$ cat config.mk
export PLATFORM = sky130hd
export DESIGN_NAME = rtc_timekeeper
export DESIGN_NICKNAME = d
export VERILOG_FILES = /design/src/rtl/rtc_pkg.sv /design/src/rtl/rtc_prescaler.sv /design/src/rtl/rtc_timekeeper.sv
export SDC_FILE = /design/constraint.sdc
export NUM_CORES = 1
export LEC_CHECK = 0
export CAP_MARGIN = 15
export CORE_MARGIN = 2
export CORE_UTILIZATION = 50
export CTS_CLUSTER_SIZE = 10
export DETAILED_ROUTE_END_ITERATION = 12
export PLACE_DENSITY = 0.77
export SYNTH_ARGS = -nofsm -noshare
export SYNTH_HDL_FRONTEND = slang
export SYNTH_SLANG_ARGS = --single-unit
$ cat constraint.sdc
create_clock -name clk -period 3.4 [get_ports clk]
set_clock_uncertainty 0.15 [all_clocks]
set_input_delay 0.34 -clock clk [delete_from_list [all_inputs] [get_ports clk]]
set_output_delay 0.34 -clock clk [all_outputs]
set_load 0.01 [all_outputs]
$ cat src/rtl/rtc_pkg.sv
// Shared limits, field widths and load-FSM encoding for the RTC timekeeper.
package rtc_pkg;
    localparam int HR_W = 5;
    localparam int MS_W = 6;

    localparam logic [MS_W-1:0] SEC_MAX = MS_W'(59);
    localparam logic [MS_W-1:0] MIN_MAX = MS_W'(59);
    localparam logic [HR_W-1:0] HR_MAX  = HR_W'(23);

    typedef enum logic {
        IDLE  = 1'b0,
        APPLY = 1'b1
    } load_st_e;
endpackage

$ cat src/rtl/rtc_prescaler.sv
// Divides the system clock down to a one-second advance strobe.
module rtc_prescaler #(
    parameter int TICK_DIV = 1000
) (
    input  logic clk,
    input  logic rst_n,
    input  logic en,
    input  logic clr,
    output logic tick
);
    localparam int CNT_W = (TICK_DIV > 1) ? $clog2(TICK_DIV) : 1;
    localparam logic [CNT_W-1:0] TERM = CNT_W'(TICK_DIV - 1);

    logic [CNT_W-1:0] r_cnt;

    // Strobe is combinational so the time registers advance on the same edge
    // that registers the external tick pulse.
    assign tick = en && (r_cnt == TERM);

    always_ff @(posedge clk or negedge rst_n) begin
        if (!rst_n)
            r_cnt <= '0;
        else if (clr)
            r_cnt <= '0;
        else if (en)
            r_cnt <= tick ? '0 : r_cnt + CNT_W'(1);
    end
endmodule

$ cat src/rtl/rtc_timekeeper.sv
// Hour/minute/second timekeeper with validated load handshake, 12/24h display
// conversion and a latched alarm.
module rtc_timekeeper
    import rtc_pkg::*;
#(
    parameter int TICK_DIV = 1000,
    parameter bit ALARM_EN = 1'b1
) (
    input  logic            clk,
    input  logic            rst_n,
    input  logic            en,
    input  logic            mode24,
    input  logic            set_valid,
    output logic            set_ready,
    input  logic [HR_W-1:0] set_hh,
    input  logic [MS_W-1:0] set_mm,
    input  logic [MS_W-1:0] set_ss,
    output logic            set_done,
    output logic            set_err,
    input  logic            alarm_on,
    input  logic [HR_W-1:0] alarm_hh,
    input  logic [MS_W-1:0] alarm_mm,
    input  logic            alarm_ack,
    output logic [HR_W-1:0] hh,
    output logic [MS_W-1:0] mm,
    output logic [MS_W-1:0] ss,
    output logic            pm,
    output logic            tick,
    output logic            alarm
);
    load_st_e        r_st;
    logic [HR_W-1:0] r_cap_hh, r_hours;
    logic [MS_W-1:0] r_cap_mm, r_cap_ss, r_min, r_sec;
    logic            r_tick, r_done, r_err;

    logic            w_tick, w_load_ok, w_sec_wrap, w_min_wrap;
    logic [HR_W-1:0] w_hr_nxt, w_h12;
    logic [MS_W-1:0] w_min_nxt, w_sec_nxt;

    rtc_prescaler #(.TICK_DIV(TICK_DIV)) u_presc (
        .clk   (clk),
        .rst_n (rst_n),
        .en    (en),
        .clr   (w_load_ok),
        .tick  (w_tick)
    );

    assign w_load_ok = (r_st == APPLY) && (r_cap_hh <= HR_MAX) &&
                       (r_cap_mm <= MIN_MAX) && (r_cap_ss <= SEC_MAX);

    // Full carry chain resolves in one cycle.
    always_comb begin
        w_sec_wrap = (r_sec == SEC_MAX);
        w_min_wrap = (r_min == MIN_MAX);
        w_sec_nxt  = w_sec_wrap ? '0 : r_sec + MS_W'(1);
        w_min_nxt  = r_min;
        w_hr_nxt   = r_hours;
        if (w_sec_wrap) begin
            w_min_nxt = w_min_wrap ? '0 : r_min + MS_W'(1);
            if (w_min_wrap)
                w_hr_nxt = (r_hours == HR_MAX) ? '0 : r_hours + HR_W'(1);
        end
    end

    always_ff @(posedge clk or negedge rst_n) begin
        if (!rst_n) begin
            r_hours <= '0;
            r_min   <= '0;
            r_sec   <= '0;
        end else if (w_load_ok) begin
            r_hours <= r_cap_hh;
            r_min   <= r_cap_mm;
            r_sec   <= r_cap_ss;
        end else if (w_tick) begin
            r_hours <= w_hr_nxt;
            r_min   <= w_min_nxt;
            r_sec   <= w_sec_nxt;
        end
    end

    always_ff @(posedge clk or negedge rst_n) begin
        if (!rst_n) begin
            r_st     <= IDLE;
            r_cap_hh <= '0;
            r_cap_mm <= '0;
            r_cap_ss <= '0;
            r_tick   <= 1'b0;
            r_done   <= 1'b0;
            r_err    <= 1'b0;
        end else begin
            r_tick <= w_tick;
            r_done <= w_load_ok;
            r_err  <= (r_st == APPLY) && !w_load_ok;
            case (r_st)
                IDLE: if (set_valid) begin
                    r_cap_hh <= set_hh;
                    r_cap_mm <= set_mm;
                    r_cap_ss <= set_ss;
                    r_st     <= APPLY;
                end
                default: r_st <= IDLE;
            endcase
        end
    end

    generate
        if (ALARM_EN) begin : g_alarm
            logic r_alarm;
            logic w_hit;

            // Only a tick advance can land on the alarm time; loads never fire it.
            assign w_hit = alarm_on && w_tick && !w_load_ok && (w_hr_nxt == alarm_hh) &&
                           (w_min_nxt == alarm_mm) && (w_sec_nxt == '0);

            always_ff @(posedge clk or negedge rst_n) begin
                if (!rst_n)
                    r_alarm <= 1'b0;
                else if (alarm_ack || !alarm_on)
                    r_alarm <= 1'b0;
                else if (w_hit)
                    r_alarm <= 1'b1;
            end
            assign alarm = r_alarm;
        end else begin : g_no_alarm
            assign alarm = 1'b0;
        end
    endgenerate

    assign w_h12     = (r_hours >= HR_W'(12)) ? r_hours - HR_W'(12) : r_hours;
    assign hh        = mode24 ? r_hours : ((w_h12 == '0) ? HR_W'(12) : w_h12);
    assign pm        = (r_hours >= HR_W'(12));
    assign mm        = r_min;
    assign ss        = r_sec;
    assign tick      = r_tick;
    assign set_ready = (r_st == IDLE);
    assign set_done  = r_done;
    assign set_err   = r_err;
endmodule
==> results of run 1 <==
[kinds of logic (layout without fill, tap and decap cells)]
| kind of cell | Yosys count | count (layout) | synth area share |
|---|---|---|---|
| xor+xnor | 18 | 18 | 0.0507 |
| compound gates | 65 | 65 | 0.137 |
| flops | 49 | 49 | 0.394 |
| mux | 29 | 29 | 0.100 |
| buf+inv | 27 | 83 | 0.0423 |
| fa+ha+maj | 8 | 8 | 0.0322 |
| simple gates | 143 | 143 | 0.243 |
[registers in the layout (all words and copies together) (netlist names)]
register and flops:
u_presc.r_cnt 10, mm 6, ss 6, r_cap_hh 5, alarm 1, r_cap_ss 6, r_hours 5, r_cap_mm 6
set_err 1, tick 1, r_st 1, set_done 1
[final cells by class]
cell class,instances,share of cell area
clock buffer,6,0.0215
clock inverter,2,0.00358
inverter,11,0.0107
multi-input combinational,263,0.456
sequential,49,0.319
tap,75,0.0244
timing repair buffer,64,0.165
[how the worst max path moves through the flow]
stage	startpoint	slack [ns]	to	depth (start not counted)
final	r_hours[2]	0.23	hh[2]	8
after global routing	r_hours[2]	0.007	hh[2]	8
after CTS	r_hours[2]	0.14	hh[2]	8
after detailed placement	r_hours[2]	0.48	hh[2]	8
after global placement	r_hours[2]	0.56	hh[2]	8
after floorplan	ss[0]	0.95	alarm	9
[stage by stage]
step                area (um2)  hold slack, ns  utilization  setup slack (ns)  total power, mW
finish                    3850           0.297        0.646             0.228             2.12
global route              3850           0.300        0.646           0.00728             2.27
CTS                       3810           0.128        0.640             0.143             2.12
detailed placement        3720           0.314        0.624             0.482             1.75
global placement          3720           0.309        0.624             0.562             1.73
floorplan                 3110          -0.106            -             0.947             1.41
[cells in the final DEF, fill, tap and decap left out, types with 2 or more instances in the layout]
cell / count
nor4_1: 4
nand3_1: 16
clkbuf_8: 6
nand3b_1: 6
clkdlybuf4s50_1: 56
o211ai_1: 2
nor2_1: 35
and2_1: 2
o32ai_1: 2
o221ai_1: 2
nand4_1: 6
or4_1: 2
xnor2_1: 7
a21oi_1: 11
o31ai_1: 5
mux2i_1: 12
mux2_2: 17
nand2_1: 39
o21ai_0: 21
inv_1: 10
xor2_1: 11
and3_1: 5
a221oi_1: 2
buf_4: 5
ha_1: 8
nand2b_1: 6
dfrtp_1: 49
nor3_1: 6
nand4b_1: 2
a31oi_1: 8
nor2b_1: 2
a21boi_0: 2
[power groups by stage]
stage          Sequential (mW)  Clock, mW  Combinational (mW)
2_1_floorplan            0.822          0               0.587
3_3_place_gp             0.871          0               0.864
3_5_place_dp             0.877          0               0.877
4_1_cts                  0.865      0.372               0.883
5_1_grt                  0.893      0.398               0.980
6_report                 0.872      0.361               0.891
[per-layer routing]
metal	up-vias	track usage	wire length (um)
li1	1330	-	-
met1	1284	0.318	3550
met2	71	0.326	3350
met3	7	0.0417	353
met4	0	0.0462	68
met5	-	0	0
[what timing repair did]
item                                    in CTS  in global routing
endpoints found under the setup margin       0                  1
endpoints found under the hold margin        0                  9
hold buffers                                 0                  1
resized for setup                            0                  1
[critical path: stages, from the launching register on]
cell	delay (ns)
dfrtp_1	0.50
ha_1	0.38
a21oi_2	0.26
and2_1	0.17
a21oi_1	0.04
nor3_1	0.25
inv_1	0.08
o311ai_0	0.10
clkdlybuf4s50_1	0.59
==> flow_summary.yaml, run 1 <==
critical_path:
  r2r_slack_ns: 0.57
  startpoint_type: "register"
  critPathArrivalTime_ns: 2.68
  worstRegToRegCells: 8
  worst-setup-path-type: "register to primary output"
  end_kind: "primary output"
  r2r_end: "alarm"
  r2r-start: "ss[0]"
  cp_max_fo: 12
  worst_ep_required_time_ns: 2.91
synth:
  synth_cell_types: 56
  ys_warn_count: 0
  netlist_area_um2: 3110
  synth_commonest_cells: "dfrtp_1 (49), nand2_1 (39), nor2_1 (35)"
  syn_avg_cell_area_um2: 9.17
  synth_edf_count: 0
  synth_most_common_cell: "dfrtp_1"
  ys.flop_type: "dfrtp_1"
  synth_area_leaders: "dfrtp_1 (39%), mux2_2 (6.2%), nand2_1 (4.7%), nor2_1 (4.2%), mux2i_1 (3.9%)"
  syn_nets: 382
  ys_ff_latch: 49
  async_flop_share: 1.00
  seq_area_frac_synth: 0.394
  netlist_instances: 339
  synth_top_area_share: 0.394
  yosysTopAreaCell: "dfrtp_1"
floorplanning:
  dieArea_um2: 6860
  row_count: 28
  die_x_um: 82.9
  core-area_um2: 5960
  num_io_pins: 58
  initial_core_util: 0.522
  fp.dieH_um: 82.9
global_route:
  first_global_vias: 2490
  grt_max_degree: 50
  grt_pass1_wl_mm: 12.2
  track_usage: 0.214
  grt_antenna_before_repair: 0
  overflow: 0
place:
  post-dp-hpwl_mm: 5.32
  portBuffers: 57
  placed_cells: 460
  place_congestion: 0.830
sta:
  finalSetupViolations: 0
  setup-tns-final_ns: 0
  worst_pin_slew_ns: 0.470
  slew_violations: 0
  fmax_mhz: 315
  hold_violations: 0
  period_needed_ns: 3.17
  slew_headroom: 0.685
  post-route-period-util: 0.933
  rsz0062_at_grt: "false"
pwr:
  switching_power_mw: 0.823
  p_clk_frac: 0.170
  vdd_ir_drop_max_uv: 334
  switching_share: 0.388
  pwr-share-comb: 0.419
  seq_power_share: 0.411
  power_density_nw_per_um2: 552
  p_leak_nw: 1.60
  p_int_mw: 1.30
routing:
  vias_per_cell: 5.73
  drt_wl_total_mm: 7.32
  post_drt_wl_per_cell_um: 15.6
  antenna_left: 0
  vias: 2692
  drc_errors: 0
  first_pass_iters: 5
  drt-initial-drc-count: 187
layout:
  seq_area_um2: 1230
  antenna_cells: 0
  syn2layout_area_growth_pct: 23.7
  layout.filler_cells: 522
  instances_no_fill: 470
  layout.nets: 437
  multi_input_area_um2: 1760
  post_route_cells_drive_above_1_share: 0.111
clock_tree:
  post_cts_buffers: 0
  cts_root_buf: "clkbuf_8"
  insertion_delay_ns: 0.30
  cts.sinks: 49
  clockBufferDepth: 2
  cts.clk_slew.worst_paths_ns: 0.09
  cts_tree: "built"
  cts_made_buffers: 5
  htreeDepth: 2
hold_path:
  hold_path_class: "input port to asynchronous set/reset pin"
job:
  maxCapViolCount: 0
run_status:
  outcome: "finished, final reports clean"
No activity file was read; power rests on OpenSTA's default activity.
==> run 2, diff against run 1 <==
- CORE_MARGIN: 2 -> unset
- SKIP_LAST_GASP: unset -> 1
- clock period: 3.4 -> 3.76 ns (I/O delays scaled with it)
==> run 2 against run 1 <==
  * Final cell count decreased by 0.43%
  * Combinational power decreased by 14%
  * Worst hold slack improved by 0.038 ns
  * Sequential cell count unchanged
  * Critical path type unchanged
  * Critical endpoint unchanged
==> flow_summary.yaml, run 2 (synthesis gave the netlist of run 1 again) <==
run_status:
  outcome: "finished, final reports clean"
pwr:
  vdd_ir_drop_max_uv: 289
  total_power_mw: 1.93
  p_leak_nw: 1.59
  power_density_nw_per_um2: 504
global_route:
  track_usage: 0.241
  overflow: 0
  grt_max_degree: 27
  grt_antenna_before_repair: 0
  grt_pass1_wl_mm: 12.2
  first_global_vias: 2509
hold_path:
  hold_end: "mm[1]"
  min-delay-start: "r_cap_mm[1]"
  hold_path_class: "register to register"
  hold_depth: 2
critical_path:
  slowest_stage: "clkdlybuf4s50_1"
  worstRegToRegCells: 7
  r2r_end: "alarm"
  startpoint_type: "register"
  worst_ep_required_time_ns: 3.23
  end_kind: "primary output"
  crit_path_frequent_cell: "a21oi_1"
  r2r-start: "ss[0]"
  worst-setup-path-type: "register to primary output"
  slowest_delay_ns: 0.60
  worstPathCellList: "ha_1 -> a21oi_1 -> and2_1 -> a21oi_1 -> nor3_1 -> inv_1 -> o311ai_0 -> clkdlybuf4s50_1"
  r2r_slack_ns: 0.97
  cp_max_fo: 12
  critPathArrivalTime_ns: 2.80
floorplanning:
  row_count: 28
  dieArea_um2: 6540
  num_io_pins: 58
  die_x_um: 80.9
  initial_core_util: 0.522
  core-area_um2: 5960
  fp.dieH_um: 80.9
place:
  placed_cells: 459
  post-dp-hpwl_mm: 5.35
  portBuffers: 57
  place_congestion: 0.854
routing:
  drt-initial-drc-count: 198
  vias: 2679
  first_pass_iters: 4
  drt_wl_total_mm: 7.28
  drc_errors: 0
  post_drt_wl_per_cell_um: 15.6
  vias_per_cell: 5.72
  antenna_left: 0
layout:
  instances_no_fill: 468
  top_register: "u_presc.r_cnt"
  final_common_cell: "clkdlybuf4s50_1"
  layout_common_cells: "clkdlybuf4s50_1 (56), dfrtp_1 (49), nand2_1 (39)"
  layout.nets: 435
  syn2layout_area_growth_pct: 23.0
  largest_reg_flops: 10
  antenna_cells: 0
  post_route_cells_drive_above_1_share: 0.104
sta:
  worst_pin_slew_ns: 0.578
  slew_violations: 0
  period_needed_ns: 3.32
  setup-tns-final_ns: 0
  rsz0062_at_grt: "false"
  finalSetupViolations: 0
  fmax_mhz: 301
  post-route-period-util: 0.884
  hold_violations: 0
  slew_headroom: 0.615
clock_tree:
  insertion_delay_ns: 0.31
  cts_made_buffers: 5
  cts_root_buf: "clkbuf_8"
  cts.clk_slew.worst_paths_ns: 0.09
  cts.sinks: 49
  clockBufferDepth: 2
  htreeDepth: 2
  cts_tree: "built"
job:
  maxCapViolCount: 0
run 2: changes by cell type in the layout (fill, tap and decap cells not counted), sizes merged:
cell,previous run,this run
buf,7,5
clkinv,3,1
inv,10,11
clkbuf,6,7
run 2: cell type report:
type                            instances  area (um2)
Clock buffer                            7        96.3
Clock inverter                          1        8.76
Multi-Input combinational cell        263        1750
Tap cell                               75        93.8
Fill cell                             540        2130
Timing Repair Buffer                   62         606
Inverter                               11        41.3
Sequential cell                        49        1230
run 2: what timing repair did:
item                                    4_1_cts  5_1_grt
hold buffers                                  1        0
endpoints found under the setup margin        0        0
buffers inserted                              0        0
gates resized for setup                       0        0
hold endpoints to repair                     25        0
run 2: routing by layer:
metal,part of all wire,up-vias,track usage
met1,0.47,1275,0.339
li1,-,1326,-
met5,0,-,0
met2,0.46,70,0.382
met4,0.011,0,0.0607
met3,0.059,8,0.0449
run 2: metrics by stage:
| stage | hold slack [ns] | setup slack, ns | instance area [um2] | utilization |
|---|---|---|---|---|
| 6_report | 0.335 | 0.438 | 3820 | 0.642 |
| 3_3_place_gp | 0.264 | 0.890 | 3710 | 0.623 |
| 2_1_floorplan | -0.0696 | 1.31 | 3110 | - |
| 4_1_cts | 0.342 | 0.431 | 3820 | 0.642 |
| 3_5_place_dp | 0.269 | 0.784 | 3710 | 0.623 |
| 5_1_grt | 0.394 | 0.276 | 3820 | 0.642 |
run 2: report_power, final:
group / switching [mW] / internal, mW / total [mW]
Combinational: 0.379 / 0.390 / 0.769
Clock: 0.183 / 0.170 / 0.353
Sequential: 0.179 / 0.625 / 0.805
Total: 0.741 / 1.19 / 1.93
run 2: how the worst max path moves through the flow:
stage                     startpoint     to  slack (ns)  cells past startpoint
final                     r_hours[2]  hh[2]        0.44                      8
after global routing      r_hours[2]  hh[2]        0.28                      8
after CTS                 r_hours[2]  hh[2]        0.43                      8
after detailed placement  r_hours[2]  hh[2]        0.78                      8
after global placement    r_hours[2]  hh[2]        0.89                      8
after floorplan                ss[0]  alarm        1.31                      9
run 2: critical path: cells and delay by family, from the launching register on:
family | cells | cell delay, ns
buffers and inverters | 2 | 0.68
AO/OA/AOI/OAI | 3 | 0.51
flip-flops | 1 | 0.50
AND/OR/NAND/NOR | 2 | 0.45
adder cells (fa/ha/maj) | 1 | 0.36
==> run 3, diff against run 2 <==
- CORE_UTILIZATION: 50 -> 46
- GPL_ROUTABILITY_DRIVEN: unset -> 0
- PLACE_DENSITY: 0.77 -> 0.72
==> run 3 against run 2 <==
  * The flow now finishes with violations (design-rule violations)
  * Combinational power rose by 2%
  * Core utilization is 4.3 points lower
  * Setup slack worse by 0.044 ns
  * Worst hold slack worse by 0.015 ns
  * Critical path type unchanged
  * First-iteration DRC count is 37% higher
==> flow_summary.yaml, run 3 (synthesis gave the netlist of run 1 again) <==
clock_tree:
  htreeDepth: 2
  post_cts_buffers: 0
  cts_root_buf: "clkbuf_8"
  cts_tree: "built"
  post_cts_resized: 0
  cts.clk_slew.worst_paths_ns: 0.09
  clockBufferDepth: 2
  hold_buffers: 0
  cts_made_buffers: 5
  cts.sinks: 49
  insertion_delay_ns: 0.31
layout:
  largest_reg_flops: 10
  final_util: 0.599
  antenna_cells: 0
  syn2layout_area_growth_pct: 23.8
  layout_common_cells: "clkdlybuf4s50_1 (56), dfrtp_1 (49), nand2_1 (39)"
  final_common_cell: "clkdlybuf4s50_1"
  multi_input_area_um2: 1750
  top_register: "u_presc.r_cnt"
  post_route_cells_drive_above_1_share: 0.104
  seq_area_um2: 1230
  layout.filler_cells: 573
  layout.nets: 435
floorplanning:
  dieArea_um2: 7090
  num_io_pins: 58
  fp.dieH_um: 84.2
  die_x_um: 84.2
  core-area_um2: 6420
  initial_core_util: 0.484
  row_count: 29
global_route:
  grt_antenna_before_repair: 0
  grt_max_degree: 50
  first_global_vias: 2500
  overflow: 0
  grt_pass1_wl_mm: 12.4
  track_usage: 0.220
sta:
  period_needed_ns: 3.37
  rsz0062_at_grt: "false"
  fmax_mhz: 297
  hold_violations: 0
  finalSetupViolations: 0
  slew_violations: 0
  worst_pin_slew_ns: 0.572
  setup-tns-final_ns: 0
  post-route-period-util: 0.895
  slew_headroom: 0.619
pwr:
  p_clk_frac: 0.197
  power_density_nw_per_um2: 515
  switching_power_mw: 0.763
  vdd_ir_drop_max_uv: 279
  pwr-share-comb: 0.394
  seq_power_share: 0.409
  switching_share: 0.385
  p_int_mw: 1.22
  p_leak_nw: 1.60
routing:
  drt-initial-drc-count: 271
  met2WireLength_mm: 3.25
  drt_wl_total_mm: 7.51
  vias: 2766
  wl_met3_um: 536
  post_drt_wl_per_cell_um: 16.0
  antenna_left: 0
  wirelength_met1_mm: 3.63
  topRoutingLayerUsed: "met4"
  vias_per_cell: 5.89
  first_pass_iters: 9
  drc_errors: 6
hold_path:
  hold_path_class: "input port to asynchronous set/reset pin"
critical_path:
  r2r_slack_ns: 0.99
  startpoint_type: "register"
  worstRegToRegCells: 7
  critPathArrivalTime_ns: 2.84
  cp_max_fo: 12
  worst-setup-path-type: "register to primary output"
  worst_ep_required_time_ns: 3.23
  r2r_end: "alarm"
  r2r-start: "ss[0]"
  end_kind: "primary output"
run_status:
  violations: "design-rule violations"
  outcome: "complete, but fails checks"
place:
  post-dp-hpwl_mm: 5.44
  portBuffers: 57
job:
  maxCapViolCount: 0
run 3: cell types whose count changed in the layout (fill, tap and decap cells not counted):
| cell | previous run | this run |
|---|---|---|
| bufinv_16 | 0 | 1 |
| clkbuf_8 | 7 | 5 |
| buf_4 | 4 | 3 |
| buf_12 | 0 | 1 |
| inv_6 | 1 | 2 |
run 3: routing by layer:
metal  track usage  vias to the layer above
met4        0.0705                        0
met3        0.0442                        9
met5             0                        -
met2         0.329                      106
met1         0.321                     1322
li1              -                     1329
run 3: worst max-delay path, cell delays in order (launching register included):
cell and delay (ns):
dfrtp_1 0.52, ha_1 0.37, a21oi_1 0.35, and2_1 0.19, a21oi_1 0.04, nor3_1 0.28
inv_1 0.07, o311ai_0 0.12, clkdlybuf4s50_1 0.60
run 3: worst max-delay path by stage:
stage	slack (ns)	start	endpoint
2_1_floorplan	1.31	ss[0]	alarm
6_report	0.39	r_hours[2]	hh[2]
5_1_grt	0.18	r_hours[2]	hh[2]
3_5_place_dp	0.76	r_hours[2]	hh[2]
3_3_place_gp	0.88	r_hours[2]	hh[2]
4_1_cts	0.42	r_hours[2]	hh[2]
run 3: per-stage QoR:
stage	area (um2)	hold WS (ns)	power, mW	instances	setup WS [ns]
after floorplan	3110	-0.0696	1.27	339	1.31
after detailed placement	3700	0.323	1.59	460	0.759
final	3850	0.320	1.98	470	0.394
after global placement	3700	0.314	1.57	460	0.878
after CTS	3820	0.138	1.98	468	0.421
after global routing	3850	0.339	2.12	470	0.176
run 3: area by class of cell:
cell class | count | share of cell area
clock buffer | 5 | 0.0179
clock inverter | 3 | 0.0123
inverter | 11 | 0.0107
multi-input combinational | 263 | 0.455
sequential | 49 | 0.318
tap | 77 | 0.0250
timing repair buffer | 62 | 0.161
run 3: power by group through the flow:
stage	Combinational (mW)	Sequential [mW]	Clock [mW]
6_report	0.782	0.811	0.390
5_1_grt	0.864	0.831	0.425
4_1_cts	0.778	0.804	0.401
3_5_place_dp	0.774	0.813	0
3_3_place_gp	0.761	0.808	0
2_1_floorplan	0.531	0.743	0
==> RTL change (settings of run 3) <==
Add an input register stage for `mode24`, with the module's reset; this delays it by one clock. The other inputs are not delayed to match.
--- a/src/rtl/rtc_timekeeper.sv
+++ b/src/rtl/rtc_timekeeper.sv
@@ -30,2 +30,13 @@
 );
+
+    logic mode24_q;
+
+    always_ff @(posedge clk or negedge rst_n) begin
+        if (!rst_n) begin
+            mode24_q <= '0;
+        end else begin
+            mode24_q <= mode24;
+        end
+    end
+
     load_st_e        r_st;
@@ -129,3 +140,3 @@
     assign w_h12     = (r_hours >= HR_W'(12)) ? r_hours - HR_W'(12) : r_hours;
-    assign hh        = mode24 ? r_hours : ((w_h12 == '0) ? HR_W'(12) : w_h12);
+    assign hh        = mode24_q ? r_hours : ((w_h12 == '0) ? HR_W'(12) : w_h12);
     assign pm        = (r_hours >= HR_W'(12));
Check against the original RTL: not equivalent (Yosys sat finds a counterexample within 4 cycles, from zero or initial values and one cycle with rst_n low).
==> RTL change against run 3 <==
  * Cell area is 2.2% lower
  * Total power is 2.8% lower
  * Die area shrank 2.9%
  * Synthesized area fell by 3.0%
  * Routed wire length shrank 4.2%
  * Global-route usage up 0.20 points
  * Clock power decreased by 13%
  * Worst hold slack improved by 0.023 ns
  * Sequential cell count is 1 higher
  * Critical path depth is the same
  * Setup slack better by 0.30 ns
  * Critical endpoint is now hh[3]
==> RTL change: results <==
set metrics [dict create \
    max_clock_freq_mhz 326 \
    synthesis.nets 377 \
    drt_first_iter_violations 161 \
    yosys-top-cells-area "sky130_fd_sc_hd__dfrtp_1, sky130_fd_sc_hd__mux2_2, sky130_fd_sc_hd__nand2_1" \
    drc 0 \
    dp.cells 459 \
    synth_adder_area_share 0.0290 \
    drive_above_1_share 0.0972 \
    crit_path_max_fanout 13 \
    grt_util_all_layers 0.222 \
    post_synth_most_frequent_cells "sky130_fd_sc_hd__dfrtp_1, sky130_fd_sc_hd__nand2_1, sky130_fd_sc_hd__nor2_1" \
    synthCells 335 \
    number_of_global_route_vias_before_repair 2545 \
    cts-htree-levels 2 \
    relSlewSlack 0.524 \
    synth_seq_area_share 0.415 \
    worst_setup_path_endpoint "hh[3]" \
    half_perimeter_wire_length_after_detailed_placement_mm 5.42 \
    place_area_um2 3660 \
    portBuffers 57 \
    drt_pass1_iterations 5 \
    cp.arrival_ns 2.54 \
    number_of_filler_instances_in_the_final_layout 575 \
    reg2reg_depth 8 \
    worst_hold_path_type "primary input to flip-flop" \
    rrSetupSlack_ns 0.83 \
    layout.nets 432 \
    place_ws_ns 0.861 \
    outcome "complete, no violations" \
    avgViaCountPerCell 5.77 \
    yosys.area_share.xor_xnor 0.0465 \
    vdd_ir_drop_max_v 0.000273 \
    synthDistinctLibCells 50 \
    switchingPower_w 0.000743 \
    wire_per_inst_um 15.4 \
    synthMuxAreaShare 0.0871 \
    wirelength_mm 7.19 \
    synth_compound_area_frac 0.144 \
    largest_net_degree_at_the_start_of_global_routing 29 \
    power_leakage_nw 1.54 \
    grt_first_pass_wirelength_mm 12.4 \
]
[RTL change: timing repair]
action | CTS | global route
hold buffers | 1 | 0
buffers inserted | 0 | 0
hold endpoints to repair | 22 | 0
[RTL change: worst max-delay path, cell delays in order (launching register included)]
cell and delay, ns:
sky130_fd_sc_hd__dfrtp_1 0.59, sky130_fd_sc_hd__ha_1 0.34, sky130_fd_sc_hd__nand2b_1 0.15, sky130_fd_sc_hd__o22ai_1 0.15, sky130_fd_sc_hd__nand2_1 0.13, sky130_fd_sc_hd__a21oi_1 0.14, sky130_fd_sc_hd__nor2_1 0.05, sky130_fd_sc_hd__a21oi_1 0.12
sky130_fd_sc_hd__clkdlybuf4s50_1 0.55
[RTL change: cell type report]
type,instances,share of cell area
clock buffer,6,0.0219
sequential,50,0.332
inverter,8,0.00797
clock inverter,2,0.00432
timing repair buffer,65,0.167
multi-input combinational,260,0.441
tap,77,0.0256
[RTL change: worst min path at each step]
stage | start | to | slack (ns)
finish | mode24 | mode24_q | 0.34
floorplan | rst_n | alarm | -0.07
global placement | rst_n | u_presc.r_cnt[7] | 0.24
global route | mode24 | mode24_q | 0.35
detailed placement | rst_n | u_presc.r_cnt[7] | 0.25
CTS | mode24 | mode24_q | 0.34
[RTL change: cells by family (layout without fill, tap and decap cells)]
family | Yosys count | after routing
xor+xnor | 16 | 16
flops | 50 | 50
mux | 24 | 24
compound gates | 74 | 74
simple gates | 139 | 139
buf+inv | 25 | 81
fa+ha+maj | 7 | 7
[RTL change: metal layers]
| metal | share of wire | up-vias | routed length [um] | GRT usage |
|---|---|---|---|---|
| li1 | - | 1320 | - | - |
| met1 | 0.49 | 1292 | 3560 | 0.338 |
| met2 | 0.45 | 82 | 3200 | 0.326 |
| met3 | 0.044 | 8 | 318 | 0.0308 |
| met4 | 0.016 | 0 | 112 | 0.0705 |
| met5 | 0 | - | 0 | 0 |
[RTL change: through the flow]
stage	hold WS, ns	total power, W	utilization
after floorplan	-0.0696	0.00127	-
after global placement	0.240	0.00157	0.576
after detailed placement	0.249	0.00159	0.576
after CTS	0.340	0.00193	0.593
after global routing	0.348	0.00207	0.593
final	0.343	0.00193	0.593
[RTL change: power by group through the flow]
stage / clock (W) / combinational, W / sequential, W
floorplan: 0 / 0.000503 / 0.000767
global placement: 0 / 0.000738 / 0.000835
detailed placement: 0 / 0.000749 / 0.000842
CTS: 0.000348 / 0.000754 / 0.000830
global route: 0.000372 / 0.000838 / 0.000862
finish: 0.000341 / 0.000750 / 0.000836
